[src/rtl/conv_window_ctrl_if.sv]
// Pixel-stream / window handshake bundle between conv_window_ctrl and its neighbours.
// stall_cnt is present only when CONV_WINDOW_CTRL_PERF_EN is defined.
interface conv_window_ctrl_if #(
    parameter int unsigned CNT_W = 8
) ();
    logic             start;
    logic             in_valid;
    logic             in_ready;
    logic             shift_ce;
    logic             win_valid;
    logic             out_ready;
    logic [CNT_W-1:0] out_row;
    logic [CNT_W-1:0] out_col;
    logic             busy;
    logic             done;
`ifdef CONV_WINDOW_CTRL_PERF_EN
    logic [15:0]      stall_cnt;

    modport master (output start, in_valid, out_ready,
                    input  in_ready, shift_ce, win_valid, out_row, out_col, busy, done, stall_cnt);
    modport slave  (input  start, in_valid, out_ready,
                    output in_ready, shift_ce, win_valid, out_row, out_col, busy, done, stall_cnt);
`else
    modport master (output start, in_valid, out_ready,
                    input  in_ready, shift_ce, win_valid, out_row, out_col, busy, done);
    modport slave  (input  start, in_valid, out_ready,
                    output in_ready, shift_ce, win_valid, out_row, out_col, busy, done);
`endif
endinterface

[src/rtl/conv_window_ctrl.sv]
// KxK sliding-window line-buffer sequencer: paces the raster stream, drives the shift enable
// and flags stride-aligned windows. Optional stall counter under CONV_WINDOW_CTRL_PERF_EN.
module conv_window_ctrl #(
    parameter int unsigned KERNEL = 3,
    parameter int unsigned IMG_W  = 8,
    parameter int unsigned IMG_H  = 8,
    parameter int unsigned STRIDE = 1,
    parameter int unsigned CNT_W  = 8
) (
    input  logic              clk,
    input  logic              rst_n,
    conv_window_ctrl_if.slave bus
);
    localparam int unsigned OUT_COLS = (IMG_W - KERNEL) / STRIDE + 1;
    localparam logic [CNT_W-1:0] K_M1_C      = CNT_W'(KERNEL - 1);
    localparam logic [CNT_W-1:0] LAST_COL_C  = CNT_W'(IMG_W - 1);
    localparam logic [CNT_W-1:0] LAST_ROW_C  = CNT_W'(IMG_H - 1);
    localparam logic [CNT_W-1:0] LAST_WCOL_C = CNT_W'(OUT_COLS - 1);
    localparam logic [CNT_W-1:0] STRIDE_M1_C = CNT_W'(STRIDE - 1);

    typedef enum logic [1:0] {ST_IDLE, ST_RUN, ST_FLUSH, ST_DONE} state_e;

    state_e           state_q, state_d;
    logic [CNT_W-1:0] col_q, col_d, row_q, row_d;
    logic [CNT_W-1:0] col_ph_q, col_ph_d, row_ph_q, row_ph_d;
    logic [CNT_W-1:0] win_col_q, win_col_d, win_row_q, win_row_d;
    logic [CNT_W-1:0] out_col_q, out_col_d, out_row_q, out_row_d;
    logic             win_valid_q, win_valid_d, busy_q, busy_d, done_q, done_d;
    logic             in_ready_c, accept_c, hit_c, last_col_c, last_row_c, start_c;
`ifdef CONV_WINDOW_CTRL_PERF_EN
    logic [15:0]      stall_cnt_q, stall_cnt_d;
`endif

    // Stride phase: position modulo STRIDE once past the first K-1 pixels of a line.
    function automatic logic [CNT_W-1:0] ph_step(input logic [CNT_W-1:0] ph);
        return (ph == STRIDE_M1_C) ? '0 : ph + CNT_W'(1);
    endfunction

    always_comb begin
        start_c    = (state_q == ST_IDLE) && bus.start;
        in_ready_c = (state_q == ST_RUN) && !(win_valid_q && !bus.out_ready);
        accept_c   = bus.in_valid && in_ready_c;
        last_col_c = (col_q == LAST_COL_C);
        last_row_c = (row_q == LAST_ROW_C);
        hit_c      = accept_c && (row_q >= K_M1_C) && (col_q >= K_M1_C)
                     && (row_ph_q == '0) && (col_ph_q == '0);
    end

    always_comb begin
        state_d = state_q;
        case (state_q)
            ST_IDLE:  if (bus.start) state_d = ST_RUN;
            ST_RUN:   if (accept_c && last_col_c && last_row_c) state_d = ST_FLUSH;
            ST_FLUSH: if (!win_valid_q || bus.out_ready) state_d = ST_DONE;
            ST_DONE:  state_d = ST_IDLE;
            default:  state_d = ST_IDLE;
        endcase
    end

    always_comb begin
        col_d     = col_q;
        row_d     = row_q;
        col_ph_d  = col_ph_q;
        row_ph_d  = row_ph_q;
        win_col_d = win_col_q;
        win_row_d = win_row_q;
        out_col_d = out_col_q;
        out_row_d = out_row_q;
        if (start_c) begin
            col_d     = '0;
            row_d     = '0;
            col_ph_d  = '0;
            row_ph_d  = '0;
            win_col_d = '0;
            win_row_d = '0;
        end
        if (accept_c) begin
            if (last_col_c) begin
                col_d    = '0;
                col_ph_d = '0;
                row_d    = last_row_c ? '0 : row_q + CNT_W'(1);
                row_ph_d = ((row_q >= K_M1_C) && !last_row_c) ? ph_step(row_ph_q) : '0;
            end else begin
                col_d    = col_q + CNT_W'(1);
                col_ph_d = (col_q >= K_M1_C) ? ph_step(col_ph_q) : '0;
            end
        end
        // Latch coordinates of the new window and advance the output-map position
        if (hit_c) begin
            out_col_d = win_col_q;
            out_row_d = win_row_q;
            if (win_col_q == LAST_WCOL_C) begin
                win_col_d = '0;
                win_row_d = win_row_q + CNT_W'(1);
            end else begin
                win_col_d = win_col_q + CNT_W'(1);
            end
        end
        win_valid_d = hit_c || (win_valid_q && !bus.out_ready);
        busy_d      = (state_d == ST_RUN) || (state_d == ST_FLUSH);
        done_d      = (state_d == ST_DONE);
`ifdef CONV_WINDOW_CTRL_PERF_EN
        stall_cnt_d = stall_cnt_q;
        if (start_c) begin
            stall_cnt_d = '0;
        end else if (((state_q == ST_RUN) || (state_q == ST_FLUSH)) && win_valid_q
                     && !bus.out_ready && (stall_cnt_q != 16'hFFFF)) begin
            stall_cnt_d = stall_cnt_q + 16'd1;
        end
`endif
    end

    always_ff @(posedge clk or negedge rst_n) begin
        if (!rst_n) begin
            state_q     <= ST_IDLE;
            col_q       <= '0;
            row_q       <= '0;
            col_ph_q    <= '0;
            row_ph_q    <= '0;
            win_col_q   <= '0;
            win_row_q   <= '0;
            out_col_q   <= '0;
            out_row_q   <= '0;
            win_valid_q <= 1'b0;
            busy_q      <= 1'b0;
            done_q      <= 1'b0;
`ifdef CONV_WINDOW_CTRL_PERF_EN
            stall_cnt_q <= '0;
`endif
        end else begin
            state_q     <= state_d;
            col_q       <= col_d;
            row_q       <= row_d;
            col_ph_q    <= col_ph_d;
            row_ph_q    <= row_ph_d;
            win_col_q   <= win_col_d;
            win_row_q   <= win_row_d;
            out_col_q   <= out_col_d;
            out_row_q   <= out_row_d;
            win_valid_q <= win_valid_d;
            busy_q      <= busy_d;
            done_q      <= done_d;
`ifdef CONV_WINDOW_CTRL_PERF_EN
            stall_cnt_q <= stall_cnt_d;
`endif
        end
    end

    always_comb begin
        bus.in_ready  = in_ready_c;
        bus.shift_ce  = accept_c;
        bus.win_valid = win_valid_q;
        bus.out_row   = out_row_q;
        bus.out_col   = out_col_q;
        bus.busy      = busy_q;
        bus.done      = done_q;
`ifdef CONV_WINDOW_CTRL_PERF_EN
        bus.stall_cnt = stall_cnt_q;
`endif
    end
endmodule

[src/flat_wrapper.sv]
// flat-port wrapper written by rule: the top's interface ports become plain ports
module conv_window_ctrl_flat 
#(
    parameter int unsigned KERNEL = 3,
    parameter int unsigned IMG_W  = 8,
    parameter int unsigned IMG_H  = 8,
    parameter int unsigned STRIDE = 1,
    parameter int unsigned CNT_W  = 8
)
  (clk, rst_n, bus_start, bus_in_valid, bus_out_ready, bus_in_ready, bus_shift_ce, bus_win_valid, bus_out_row, bus_out_col, bus_busy, bus_done);
  conv_window_ctrl_if #(.CNT_W(CNT_W)) bus_i ();
  input  logic clk;
  input  logic rst_n;
  input wire logic [$bits(bus_i.start)-1:0] bus_start;
  input wire logic [$bits(bus_i.in_valid)-1:0] bus_in_valid;
  input wire logic [$bits(bus_i.out_ready)-1:0] bus_out_ready;
  output wire logic [$bits(bus_i.in_ready)-1:0] bus_in_ready;
  output wire logic [$bits(bus_i.shift_ce)-1:0] bus_shift_ce;
  output wire logic [$bits(bus_i.win_valid)-1:0] bus_win_valid;
  output wire logic [$bits(bus_i.out_row)-1:0] bus_out_row;
  output wire logic [$bits(bus_i.out_col)-1:0] bus_out_col;
  output wire logic [$bits(bus_i.busy)-1:0] bus_busy;
  output wire logic [$bits(bus_i.done)-1:0] bus_done;
  assign bus_i.start = bus_start;
  assign bus_i.in_valid = bus_in_valid;
  assign bus_i.out_ready = bus_out_ready;
  assign bus_in_ready = bus_i.in_ready;
  assign bus_shift_ce = bus_i.shift_ce;
  assign bus_win_valid = bus_i.win_valid;
  assign bus_out_row = bus_i.out_row;
  assign bus_out_col = bus_i.out_col;
  assign bus_busy = bus_i.busy;
  assign bus_done = bus_i.done;
  conv_window_ctrl #(.KERNEL(KERNEL), .IMG_W(IMG_W), .IMG_H(IMG_H), .STRIDE(STRIDE), .CNT_W(CNT_W)) u_core (.clk(clk), .rst_n(rst_n), .bus(bus_i));
endmodule
[config.mk]
export PLATFORM = sky130hd
export DESIGN_NAME = conv_window_ctrl_flat
export DESIGN_NICKNAME = d
export VERILOG_FILES = /design/src/rtl/conv_window_ctrl_if.sv /design/src/rtl/conv_window_ctrl.sv /design/src/flat_wrapper.sv
export SDC_FILE = /design/constraint.sdc
export NUM_CORES = 1
export LEC_CHECK = 0
export ABC_AREA = 1
export BUFFER_PORTS_ARGS = -buffer_cell sky130_fd_sc_hd__buf_2
export CORE_ASPECT_RATIO = 2
export CORE_UTILIZATION = 55
export CTS_CLUSTER_SIZE = 20
export DETAILED_ROUTE_END_ITERATION = 7
export PLACE_DENSITY = 0.73
export SLEW_MARGIN = 10
export SYNTH_ARGS = -nofsm -noshare
export SYNTH_HDL_FRONTEND = slang
export SYNTH_SLANG_ARGS = --single-unit
[constraint.sdc]
create_clock -name clk -period 3.6 [get_ports clk]
set_input_delay 0.18 -clock clk [delete_from_list [all_inputs] [get_ports clk]]
set_output_delay 0.18 -clock clk [all_outputs]
set_load 0.1 [all_outputs]
==> results.py <==
metrics = {
    "sta": {
        "maxSlewHeadroom_pct": 58.5,
        "layout_min_cycle_time_ns": 1.99,
        "tightest_slew_ns": 0.617,
        "finalCritPeriodShare_pct": 55.3,
        "report.final.hold_viol_count": 0,
        "fin_worst_skew_ns": 0.00373,
        "finalSetupTns_ns": 0,
        "rsz0062_at_grt": "no",
        "setup_viol": 0,
        "max_freq_mhz": 502,
        "whs_ns": 0.199,
        "finalMaxSlewViolations": 0,
    },
    "logic_synthesis": {
        "synth_area_leaders": "dfrtp_1 43%, nand2_1 14%, nand3_1 6.8%",
        "netlist.area_leader.share_pct": 42.7,
        "synth_edf_count": 0,
        "syn_area_um2": 4050,
        "synth_common_cells": "155 x nand2_1, 69 x dfrtp_1, 58 x inv_1, 55 x nand3_1, 49 x nor2_1",
        "synth_flop_cell": "dfrtp_1",
        "yosysMostFrequentCell": "nand2_1",
        "synth_top_area_cell": "dfrtp_1",
        "yosys_register_bits": 69,
        "yosysSeqAreaShare_pct": 42.7,
        "ys_warn_count": 0,
        "synthCells": 525,
        "synth_area_per_cell_um2": 7.71,
        "syn-num-nets": 542,
        "synthArstFlopShare_pct": 100,
        "synth.distinct_cells": 31,
    },
    "routing": {
        "drt_pass1_iterations": 4,
        "wl_per_cell_um": 13.8,
        "wl_um": 8920,
        "ant_nets": 0,
        "vias": 3424,
        "drcViolationCount": 0,
        "via_per_inst": 5.30,
        "drtIter0Drc": 197,
    },
    "place": {
        "gp_congestion": 0.859,
        "placed_cells_incl_taps": 629,
        "hpwl_um": 6540,
        "io_buffers": 25,
    },
    "grt": {
        "grt_max_degree": 47,
        "antenna_found_initial": 0,
        "gr-total-overflow": 0,
        "grt_pass1_vias": 3554,
        "grt_pass1_wl_um": 15400,
        "track_usage_pct": 25.9,
    },
    "clock_network": {
        "cts-root-buf": "clkbuf_16",
        "cts-resized-gates": 0,
        "clk_latency_ns": 0.34,
        "clock_path_buffers": 2,
        "clkSlewWorstSetupHoldPaths_ns": 0.05,
        "tritoncts": "yes",
        "post_cts_buffers": 0,
        "clkSinkCount": 69,
        "htree_levels": 3,
        "cts_inserted_buffers": 9,
    },
    "setup_path": {
        "critPathCaptureType": "register",
        "crit_fanout": 35,
        "worstPathArrival_ns": 2.21,
        "r2r_start": "u_core.row_q[0]$_DFF_PN0_",
        "start_kind": "register",
        "required_ns": 3.82,
        "crit_start": "u_core.row_q[0]$_DFF_PN0_",
        "path_class": "register to register",
    },
    "die": {
        "die_w_um": 62.7,
        "fp-row-count": 43,
        "core-area_um2": 7050,
        "start_util_pct": 57.4,
        "io_pins": 26,
        "die_area_um2": 7720,
        "die_y_um": 123,
    },
    "power": {
        "power.total_mw": 3.60,
        "powerDensity_nw_per_um2": 787,
        "vdd_ir_drop_max_v": 0.000505,
        "leakage_nw": 2.37,
    },
    "cells_and_area": {
        "antenna_cells": 0,
        "drive_gt1_share_pct": 16.2,
        "fin_util_pct": 64.8,
        "area_delta_synth_final_pct": 12.9,
        "nets": 568,
        "fin_cells": 646,
    },
    "hold_path": {
        "hold_class": "input port to register",
        "min-delay-start": "bus_out_ready",
    },
    "outcome": {
        "outcome": "finished, final reports clean",
    },
    "job": {
        "cap_violations": 0,
    },
}
==> logic make-up (layout without fill, tap and decap cells) <==
logic type	count (synthesis)	count (layout)	synth area share, %
compound gates	44	44	6.80
xor+xnor	17	17	3.68
fa+ha+maj	12	12	3.71
buf+inv	77	108	8.53
flops	69	69	42.7
simple gates	306	306	34.6
==> cell usage in the layout, fill, tap and decap left out, types with 12 or more instances in the layout <==
cell	netlist	final
o21ai_0	24	24
ha_1	12	12
nand3_1	55	55
o21ai_2	12	12
nand2_1	155	155
dfrtp_1	69	69
inv_1	58	58
xor2_1	13	13
nand2_2	13	13
buf_2	4	25
nand4_1	13	13
nor2_1	49	49
==> path summary, 6_finish.rpt <==
check	to	slack [ns]	cells after the start
setup / recovery	u_core.win_col_q[1]$_DFFE_PN0P_	1.61	9
hold / removal	u_core.bus.win_valid$_DFF_PN0_	0.20	4
setup reg to reg	u_core.win_col_q[1]$_DFFE_PN0P_	1.61	9
hold reg to reg	u_core.bus.out_row[5]$_DFFE_PN0P_	0.47	2
max in group asynchronous	u_core.row_q[1]$_DFF_PN0_	2.24	3
min in group asynchronous	u_core.col_q[5]$_DFFE_PN0P_	0.37	2
==> through the flow <==
step / area (µm²) / setup WS [ns]
2_1_floorplan: 4050 / 1.48
3_3_place_gp: 4200 / 1.68
3_5_place_dp: 4200 / 1.61
4_1_cts: 4570 / 1.60
5_1_grt: 4570 / 1.41
6_report: 4570 / 1.61
==> where the power goes <==
group	switching, mW	leakage [nW]	internal, mW
combinational	1.08	1.26	0.325
clock	0.329	0.175	0.743
sequential	0.170	0.938	0.946
==> sequential cells by signal, summed over array words and instances, names as in the netlist <==
signal / count
u_core.bus.busy: 1
u_core.bus.out_row: 8
u_core.bus.win_valid: 1
u_core.col_ph_q: 8
u_core.win_col_q: 8
u_core.win_row_q: 8
u_core.state_q: 2
u_core.row_ph_q: 8
u_core.bus.out_col: 8
u_core.col_q: 8
u_core.row_q: 8
u_core.bus.done: 1
==> critical path, cell delays in order, from the launching register on <==
cell and delay, ns:
dfrtp_1 0.40, inv_1 0.09, ha_1 0.15, nor2_1 0.04
nand2_1 0.10, nor2_1 0.08, nor2_4 0.24, nand3_4 0.45
nand3_1 0.22, nand2_1 0.08
==> what timing repair did <==
action,CTS,global route
hold buffers,1,0
hold endpoints to repair,23,0
endpoints found under the setup margin,0,0
==> cell type report <==
class                      count  area, µm²
fill                         623       2480
multi-input combinational    379       1970
sequential                    69       1730
inverter                      64        243
clock buffer                   9        225
timing repair buffer          28        150
clock inverter                 7        138
tap                           90        113
==> metal layers <==
layer	track usage, %	wire (µm)	share of wire (%)
met1	24.9	3340	37
met2	50.2	5150	58
met3	5.35	202	2.3
met4	14.0	223	2.5
met5	0	0	0
Power figures use the tool's default switching activity.
